File: src/rtl/rename_regfile_pkg.sv
// Shared constants for the rename register file slice: default geometry,
// the free-tag encoding for the default tag width, and checkpoint depth.
// The optional checkpoint feature is enabled with RENAME_CKPT_EN.
package rename_regfile_pkg;

  localparam int DEF_XLEN  = 32;
  localparam int DEF_NREG  = 32;
  localparam int DEF_RW    = 5;
  localparam int DEF_TAG_W = 4;
  localparam int DEF_NRD   = 3;
  localparam int DEF_NCW   = 2;

  // All-ones tag means "no producer in flight, architectural value is ready".
  localparam logic [DEF_TAG_W-1:0] TAG_FREE = {DEF_TAG_W{1'b1}};

  // Tag-table snapshot depth used when RENAME_CKPT_EN is defined.
  localparam int NCKPT = 4;

  // Index width for a table of n entries, never narrower than one bit.
  function automatic int idx_width(input int n);
    return (n > 1) ? $clog2(n) : 1;
  endfunction

endpackage

File: src/rtl/rename_regfile_rdport.sv
// One combinational read port of the rename register file. Forwards data
// from same-cycle commit lanes (highest lane wins) and reports the tag as
// free when a same-cycle commit retires the current producer.
module rename_regfile_rdport
  import rename_regfile_pkg::*;
#(
  parameter int XLEN  = DEF_XLEN,
  parameter int RW    = DEF_RW,
  parameter int TAG_W = DEF_TAG_W,
  parameter int NCW   = DEF_NCW
) (
  input  logic              live,
  input  logic [RW-1:0]     name,
  input  logic [XLEN-1:0]   reg_data,
  input  logic [TAG_W-1:0]  reg_tag,
  input  logic [NCW-1:0]    cw_en,
  input  logic [NCW*RW-1:0] cw_name,
  input  logic [NCW*XLEN-1:0] cw_data,
  input  logic [NCW*TAG_W-1:0] cw_tag,
  output logic [XLEN-1:0]   data,
  output logic [TAG_W-1:0]  tag
);

  localparam logic [TAG_W-1:0] FREE = {TAG_W{1'b1}};

  logic [NCW-1:0]  lane_hit_s;
  logic [XLEN-1:0] byp_data_s;
  logic            clr_s;

  // Which commit lanes target the register this port is reading.
  always_comb begin
    lane_hit_s = '0;
    for (int l = 0; l < NCW; l++) begin
      lane_hit_s[l] = cw_en[l] && (cw_name[l*RW +: RW] == name);
    end
  end

  // Bypass scan: later lanes are younger and overwrite earlier ones.
  always_comb begin
    byp_data_s = reg_data;
    clr_s      = 1'b0;
    for (int l = 0; l < NCW; l++) begin
      byp_data_s = lane_hit_s[l] ? cw_data[l*XLEN +: XLEN] : byp_data_s;
      clr_s      = clr_s | (lane_hit_s[l] && (cw_tag[l*TAG_W +: TAG_W] == reg_tag));
    end
  end

  // Register zero, out-of-range names and reset all read as zero / free.
  always_comb begin
    if (!live || (name == '0)) begin
      data = '0;
      tag  = FREE;
    end else begin
      data = byp_data_s;
      tag  = clr_s ? FREE : reg_tag;
    end
  end

endmodule

File: src/rtl/rename_regfile.sv
// Architectural register file with per-register rename tags. Accepts NCW
// in-order commit lanes, one dispatch tag write and a global flush, and
// serves NRD combinational read ports with commit bypass.
// Optional tag-table checkpoints are compiled in with RENAME_CKPT_EN.
module rename_regfile
  import rename_regfile_pkg::*;
#(
  parameter int XLEN  = DEF_XLEN,
  parameter int NREG  = DEF_NREG,
  parameter int RW    = DEF_RW,
  parameter int TAG_W = DEF_TAG_W,
  parameter int NRD   = DEF_NRD,
  parameter int NCW   = DEF_NCW
`ifdef RENAME_CKPT_EN
  ,
  parameter int NCK   = NCKPT,
  parameter int CK_W  = idx_width(NCK)
`endif
) (
  input  logic                 clk,
  input  logic                 rst,
  input  logic                 rdy,
  input  logic                 flush,
  input  logic [NCW-1:0]       cw_en,
  input  logic [NCW*RW-1:0]    cw_name,
  input  logic [NCW*XLEN-1:0]  cw_data,
  input  logic [NCW*TAG_W-1:0] cw_tag,
  input  logic                 dw_en,
  input  logic [RW-1:0]        dw_name,
  input  logic [TAG_W-1:0]     dw_tag,
`ifdef RENAME_CKPT_EN
  input  logic                 ck_save,
  input  logic [CK_W-1:0]      ck_save_id,
  input  logic                 ck_restore,
  input  logic [CK_W-1:0]      ck_restore_id,
`endif
  input  logic [NRD*RW-1:0]    rd_name,
  output logic [NRD*TAG_W-1:0] rd_tag,
  output logic [NRD*XLEN-1:0]  rd_data
);

  localparam logic [TAG_W-1:0] FREE   = {TAG_W{1'b1}};
  localparam logic [RW:0]      NREG_X = (RW+1)'(NREG);

  logic [XLEN-1:0]  data_r     [NREG];
  logic [TAG_W-1:0] tag_r      [NREG];
  logic [XLEN-1:0]  data_nxt_s [NREG];
  logic [TAG_W-1:0] tag_nxt_s  [NREG];
  logic [NREG-1:0]  wr_s       [NCW];
  logic [NREG-1:0]  clr_s;

`ifdef RENAME_CKPT_EN
  logic [TAG_W-1:0] snap_r     [NCK][NREG];
  logic [TAG_W-1:0] snap_clr_s [NCK][NREG];
  logic [TAG_W-1:0] snap_nxt_s [NCK][NREG];
`endif

  // Decode which lane writes which register; register 0 is never written.
  always_comb begin
    for (int l = 0; l < NCW; l++) begin
      wr_s[l] = '0;
      for (int r = 1; r < NREG; r++) begin
        wr_s[l][r] = cw_en[l] && (cw_name[l*RW +: RW] == RW'(r));
      end
    end
  end

  // A register's tag retires when any lane commits its current producer.
  always_comb begin
    clr_s = '0;
    for (int r = 0; r < NREG; r++) begin
      for (int l = 0; l < NCW; l++) begin
        clr_s[r] = clr_s[r] | (wr_s[l][r] && (cw_tag[l*TAG_W +: TAG_W] == tag_r[r]));
      end
    end
  end

`ifdef RENAME_CKPT_EN
  // Snapshot entries retire on the same commits, matched against their own tag.
  always_comb begin
    for (int k = 0; k < NCK; k++) begin
      for (int r = 0; r < NREG; r++) begin
        snap_clr_s[k][r] = snap_r[k][r];
        for (int l = 0; l < NCW; l++) begin
          snap_clr_s[k][r] = (wr_s[l][r] && (cw_tag[l*TAG_W +: TAG_W] == snap_r[k][r])) ?
                             FREE : snap_clr_s[k][r];
        end
      end
    end
  end
`endif

  // Next architectural state, in priority order: commit clear, dispatch,
  // checkpoint restore, flush. Data writes are independent of tag overrides.
  always_comb begin
    for (int r = 0; r < NREG; r++) begin
      data_nxt_s[r] = data_r[r];
      for (int l = 0; l < NCW; l++) begin
        data_nxt_s[r] = wr_s[l][r] ? cw_data[l*XLEN +: XLEN] : data_nxt_s[r];
      end
      tag_nxt_s[r] = clr_s[r] ? FREE : tag_r[r];
      if (dw_en && (r != 0) && (dw_name == RW'(r))) begin
        tag_nxt_s[r] = dw_tag;
      end else begin
        tag_nxt_s[r] = tag_nxt_s[r];
      end
`ifdef RENAME_CKPT_EN
      tag_nxt_s[r] = ck_restore ? snap_clr_s[ck_restore_id][r] : tag_nxt_s[r];
`endif
      if (flush) begin
        tag_nxt_s[r] = FREE;
      end else begin
        tag_nxt_s[r] = tag_nxt_s[r];
      end
    end
  end

`ifdef RENAME_CKPT_EN
  // Save captures the post-update table unless a restore wins the cycle.
  always_comb begin
    for (int k = 0; k < NCK; k++) begin
      for (int r = 0; r < NREG; r++) begin
        if (ck_save && !ck_restore && (ck_save_id == CK_W'(k))) begin
          snap_nxt_s[k][r] = tag_nxt_s[r];
        end else begin
          snap_nxt_s[k][r] = snap_clr_s[k][r];
        end
      end
    end
  end
`endif

  // State registers: async clear, otherwise advance only while rdy is high.
  always_ff @(posedge clk or negedge rst) begin
    if (!rst) begin
      for (int r = 0; r < NREG; r++) begin
        data_r[r] <= '0;
        tag_r[r]  <= FREE;
      end
`ifdef RENAME_CKPT_EN
      for (int k = 0; k < NCK; k++) begin
        for (int r = 0; r < NREG; r++) begin
          snap_r[k][r] <= FREE;
        end
      end
`endif
    end else if (rdy) begin
      for (int r = 0; r < NREG; r++) begin
        data_r[r] <= data_nxt_s[r];
        tag_r[r]  <= tag_nxt_s[r];
      end
`ifdef RENAME_CKPT_EN
      for (int k = 0; k < NCK; k++) begin
        for (int r = 0; r < NREG; r++) begin
          snap_r[k][r] <= snap_nxt_s[k][r];
        end
      end
`endif
    end
  end

  for (genvar p = 0; p < NRD; p++) begin : g_rd
    logic [RW-1:0]    name_s;
    logic             in_range_s;
    logic [XLEN-1:0]  reg_data_s;
    logic [TAG_W-1:0] reg_tag_s;

    assign name_s     = rd_name[p*RW +: RW];
    assign in_range_s = ({1'b0, name_s} < NREG_X);
    assign reg_data_s = in_range_s ? data_r[name_s] : '0;
    assign reg_tag_s  = in_range_s ? tag_r[name_s]  : FREE;

    rename_regfile_rdport #(
      .XLEN  (XLEN),
      .RW    (RW),
      .TAG_W (TAG_W),
      .NCW   (NCW)
    ) u_rdport (
      .live     (rst & in_range_s),
      .name     (name_s),
      .reg_data (reg_data_s),
      .reg_tag  (reg_tag_s),
      .cw_en    (cw_en),
      .cw_name  (cw_name),
      .cw_data  (cw_data),
      .cw_tag   (cw_tag),
      .data     (rd_data[p*XLEN +: XLEN]),
      .tag      (rd_tag[p*TAG_W +: TAG_W])
    );
  end

endmodule

File: config.mk
export PLATFORM = sky130hd
export DESIGN_NAME = rename_regfile
export DESIGN_NICKNAME = d
export VERILOG_FILES = /design/src/rtl/rename_regfile_pkg.sv /design/src/rtl/rename_regfile_rdport.sv /design/src/rtl/rename_regfile.sv
export SDC_FILE = /design/constraint.sdc
export NUM_CORES = 2
export LEC_CHECK = 0
export CAP_MARGIN = 20
export CORE_UTILIZATION = 45
export CTS_BUF_LIST = sky130_fd_sc_hd__clkbuf_2
export CTS_CLUSTER_SIZE = 8
export DETAILED_ROUTE_END_ITERATION = 12
export HOLD_SLACK_MARGIN = 0.1
export SYNTH_ARGS = -nofsm -noshare
export SYNTH_HDL_FRONTEND = slang
export SYNTH_SLANG_ARGS = --single-unit
export TNS_END_PERCENT = 1
File: constraint.sdc
create_clock -name clk -period 5.2 [get_ports clk]
set_clock_uncertainty 0.2 [all_clocks]
set_input_delay 1.04 -clock clk [delete_from_list [all_inputs] [get_ports clk]]
set_output_delay 1.04 -clock clk [all_outputs]
set_load 0.01 [all_outputs]
## Word level (Yosys, flattened, before mapping)

Cells that the tools add are included.

- Muxes and demuxes: 188
- Bitwise gates (word level): 37
- Order comparisons: 3
- Eq/ne operators: 167
- Reduce and logical (&&, ||, !) cells: 298

Operators with widths:

| cell | count |
|---|---|
| $mux W32 | 77 |
| $bmux W32 S5 | 3 |
| $mux W4 | 105 |
| $eq A4 B4 Y1 | 68 |
| $eq A5 B5 Y1 const B | 48 |
| $logic_and A1 B1 Y1 | 167 |
| $reduce_and A2 Y1 | 62 |
| $eq A5 B4 Y1 const B | 24 |
| $reduce_bool A3 Y1 | 31 |
| $reduce_bool A2 Y1 | 31 |
| $bmux W4 S5 | 3 |
| $eq A5 B3 Y1 const B | 12 |
| $or A1 B1 Y1 | 34 |
| $eq A5 B2 Y1 const B | 6 |
| $eq A5 B5 Y1 | 6 |
| $ge A6 B6 Y1 const B | 3 |
| $not A5 Y6 | 3 |
| $eq A5 B1 Y1 const B | 3 |
| $logic_not A5 Y1 | 3 |
| $logic_or A1 B1 Y1 | 3 |
| $logic_not A1 Y1 | 1 |

- Input bits: 113
- Word-level logic and storage cells: 755
- Register bits: 1,116
- Output and inout bits: 108

## Depth between registers and ports, before layout

- Depth in word-level cells: 9
- Mapped depth: 13
- Gate-level depth less buffers: 8

## By module

Synthesis repeated with hierarchy kept, for this count alone.

- Cell total of the unflattened synthesis: 8,318
- Area, all modules: 85,555.8 µm²

By module, submodules not included:

| module | seq. area each (µm²) | area each (µm²) | times used | cells an instance |
|---|---|---|---|---|
| rename_regfile | 28,081.9 | 81,366.8 | 1 | 7,748 |
| rename_regfile_rdport | 0.0 | 1,396.3 | 3 | 190 |

## Worst setup path after synthesis

Ideal clock, no wire load.

- Path type: input to output
- Start point: in rd_name[1]
- End point: out rd_data[13]
- Path buffers: 4
- Cell stages on the path: 10
- Path slack: 0.743 ns
- Required time: 3.960 ns
- Arrival time: 3.217 ns
- Cell sequence: buf_4 buf_2 buf_2 buf_1 mux4_2 mux4_2 mux2i_1 nor2_1 a211oi_1 nor3_1

- Word-level cells in the longest chain between the ends: 7
- Elaborated cells between the ends (all ways): 13
- Classes of those cells: 2 x eq/ne; 6 x mux; 1 x bitwise; 4 x reduce/logical

RTL lines:

| element | RTL line | source |
|---|---|---|
| start, declared | rename_regfile.sv:37 | `input logic [NRD*RW-1:0] rd_name,` |
| $not A5 Y6 (implied by the code) | rename_regfile.sv:170 | `assign reg_data_s = in_range_s ? data_r[name_s] : '0;` |
| $bmux W32 S5 | rename_regfile.sv:170 |  |
| $mux W32 (implied by the code) (2 in series) | rename_regfile.sv:170 |  |
| $mux W32 (2 in series) | rename_regfile_rdport.sv:43 | `byp_data_s = lane_hit_s[l] ? cw_data[l*XLEN +: XLEN] : byp_data_s;` |
| $mux W32 * | rename_regfile_rdport.sv:50 | `if (!live \|\| (name == '0)) begin` |
| end, declared | rename_regfile.sv:39 | `output logic [NRD*XLEN-1:0] rd_data` |

Mark *: on every way between the ends. The rest lies on a longest branch, timed or not. The select of a mux whose other input is x is not followed.

## Worst setup path in the final report

- Start point: reg tag_r[48] (netlist name)
- End point: out rd_tag[7]

- Word-level cells in the longest chain between the ends: 8
- Elaborated cells between the ends (all ways): 10
- Classes of those cells: 2 x eq/ne; 5 x mux; 1 x bitwise; 2 x reduce/logical

RTL lines:

| element | RTL line | source |
|---|---|---|
| start, declared | rename_regfile.sv:46 | `logic [TAG_W-1:0] tag_r [NREG];` |
| start signal, assigned by index | rename_regfile.sv:150 | `tag_r[r] <= tag_nxt_s[r];` |
| $bmux W4 S5 * | rename_regfile.sv:171 | `assign reg_tag_s = in_range_s ? tag_r[name_s] : FREE;` |
| $mux W4 (implied by the code) * (2 in series) | rename_regfile.sv:171 |  |
| $eq A4 B4 Y1 | rename_regfile_rdport.sv:44 | `clr_s = clr_s \| (lane_hit_s[l] && (cw_tag[l*TAG_W +: TAG_W] == reg_tag));` |
| $logic_and A1 B1 Y1 | rename_regfile_rdport.sv:44 |  |
| $or A1 B1 Y1 * | rename_regfile_rdport.sv:44 |  |
| $mux W4 * | rename_regfile_rdport.sv:55 | `tag = clr_s ? FREE : reg_tag;` |
| $mux W4 * | rename_regfile_rdport.sv:50 |  |
| end, declared | rename_regfile.sv:38 | `output logic [NRD*TAG_W-1:0] rd_tag,` |

Marked as above.

==> results.cfg <==
[clocking]
cts_sinks = 1116
cts_buffers = 330
cts_tree = built
cts-root-buf = clkbuf_2
clk_latency_ns = 2.00
cts-htree-levels = 5
clock_path_buffers = 4
clk_pin_slew_ns = 0.10

[route]
wl_mm = 372
wl_per_cell_um = 34.0
drtIter0Drc = 9439
via_count = 74600
drcViolationCount = 0
routed_via_density = 6.81
ant_nets = 0
dr.pass1.iters = 6

[setup_path]
worstPathRequired_ns = 3.96
startpoint_type = flop
worst-path-max-fanout = 4
worstPathArrival_ns = 4.66
endpoint_kind = primary output
critPathKind = flop to primary output

[floorplan]
dieArea_sq_um = 190000
die_height_um = 436
start_util_pct = 45.5
core_sq_um = 186000
pin_count = 221
die_w_um = 436
num_rows = 158

[synth]
async_flop_share_pct = 100
syn_inst = 7954
synth_cell_types = 62
yosys_warnings = 0
synth.net_count = 8067
synthFlopType = dfrtp_1
ys_ff_latch = 1116
avgSynthCellArea_sq_um = 10.7
synth_edf_count = 0
ys_seq_area_share_pct = 33.1
syn-cell-area_sq_um = 84700

[global_routing]
antenna_found_initial = 6
grt_max_degree = 148
grt_first_pass_wirelength_mm = 534
grt_pass1_vias = 74100
grt.total_usage_pct = 38.8
grt-ovfl-total = 0

[cells_and_area]
multiInputGateArea_sq_um = 53700
drive_gt1_share_pct = 30.3
syn2layout_area_growth_pct = 15.2
ff_latch_area_sq_um = 28100
final_common_cell = mux2i_1
final_cell_mix = mux2i_1 (1,177), nand2_1 (1,043), o21ai_0 (1,008)
fin_area_sq_um = 97600
n_fill_cell = 16600
utilization_pct = 52.4
layout.nets = 8378

[power]
total_power_mw = 27.5
vdd_ir_drop_max_uv = 267
powerDensity_nw_per_um2 = 282
leakage_nw = 42.2

[sta]
clock.fmax_mhz = 169
hold_viol_final = 0
fin_crit_sh_pct = 114
tightest_slew_ns = 1.33
tns_ns = -19.25
fin_crit_ns = 5.90
slew_violations = 0
rsz0062_at_grt = yes
setup_viol = 82
layout_setup_ws_ns = -0.704
max-slew-margin-rel_pct = 11.2

[placed_design]
place.port_buffers = 220
place_area_sq_um = 92800
place_congestion = 0.968
dpl.hpwl_mm = 224
place_ws_ns = -0.684

[outcome]
violations = setup timing
status = finished with violations

[worst_hold_path]
hold_path.class = input pin to flop

[flow_run]
max_cap_viol_count = 0
## cell type report
type / count / area share, %
antenna: 3 / 0.00769
sequential: 1116 / 28.8
clock buffer: 467 / 2.39
inverter: 8 / 0.0308
tap: 2480 / 3.18
multi-input combinational: 5837 / 55.0
timing repair buffer: 972 / 10.3
clock inverter: 71 / 0.350
## per-layer routing
layer,GRT usage [%],vias up,wire [um]
met5,0,-,24
met4,27.3,4,31000
met3,11.6,1485,46300
met2,56.4,5387,160000
met1,49.5,37400,135000
li1,-,30300,-
## synth_stat cells, drive strengths merged, types with 4 or more instances
cell	count	share of area [%]
a211oi	99	0.94
a21o	4	0.035
a21oi	124	0.73
a221oi	11	0.12
a22o	111	1.1
a22oi	28	0.25
a31oi	86	0.63
and2	9	0.066
and3	8	0.059
buf	367	2.3
clkbuf	626	2.8
dfrtp	992	29
dfstp	124	3.8
inv	8	0.035
mux2	104	1.4
mux2i	1214	14
mux4	892	24
nand2	1069	4.7
nand2b	23	0.17
nand3	45	0.27
nand4	41	0.30
nand4b	6	0.062
nor2	410	1.8
nor2b	24	0.18
nor3	52	0.31
nor4	45	0.34
o21ai	1039	6.1
o22ai	9	0.066
o31a	21	0.22
o31ai	7	0.062
o41a	10	0.13
xnor2	123	1.3
xor2	186	1.9
## sequential cells by signal (all words and copies together), names as in the netlist
register,flops
data_r,992
tag_r,124
## power breakdown
| group | total [mW] | internal (mW) | leakage (nW) | switching (mW) |
|---|---|---|---|---|
| Sequential | 12.0 | 10.3 | 14.2 | 1.70 |
| Combinational | 8.79 | 4.69 | 25.9 | 4.10 |
| Clock | 6.68 | 2.48 | 2.11 | 4.21 |
## repair_timing
item                                   4_1_cts  5_1_grt
setup buffers                               58       11
pin swaps                                   79       20
setup endpoints to repair                  108      107
endpoints found under the hold margin     1568        0
gates resized for setup                    410       57
hold buffers                               108        0
## through the flow
| stage | instances | hold WS [ns] |
|---|---|---|
| after global placement | 10200 | 0.291 |
| after CTS | 10900 | 0.110 |
| after detailed placement | 10200 | 0.305 |
| after global routing | 11000 | 0.270 |
| after floorplan | 7954 | 0.276 |
| final | 11000 | 0.294 |
## cell families (layout without fill, tap and decap cells)
family	after synthesis	in the layout	synth area share, %
xor+xnor	309	309	3.19
other cells	0	3	0
simple gates	1752	1752	8.49
flops	1116	1116	33.1
mux	2210	2210	39.4
buf+inv	1001	1518	5.09
compound gates	1566	1566	10.7
## critical path: stages, from the launching register on
cell       delay [ns]
dfstp_2          0.63
buf_4            0.15
mux4_2           0.21
mux2i_1          0.06
mux2_2           0.33
xor2_1           0.16
o2111ai_1        0.14
o31ai_1          0.13
a31oi_2          0.33
or3b_1           0.38
buf_2            0.15
## path summary, 6_finish.rpt
kind | cells after the start | slack (ns) | from | endpoint
min in group asynchronous | 5 | 0.49 | rst | tag_r[41]
worst max-delay path | 10 | -0.70 | tag_r[48] | rd_tag[7]
worst min register to register | 2 | 0.32 | data_r[56] | data_r[56]
max in group asynchronous | 8 | 1.79 | rst | data_r[595]
worst max register to register | 8 | 2.43 | tag_r[66] | tag_r[64]
worst min-delay path | 4 | 0.29 | cw_data[36] | data_r[932]
Power figures use the tool's default switching activity.
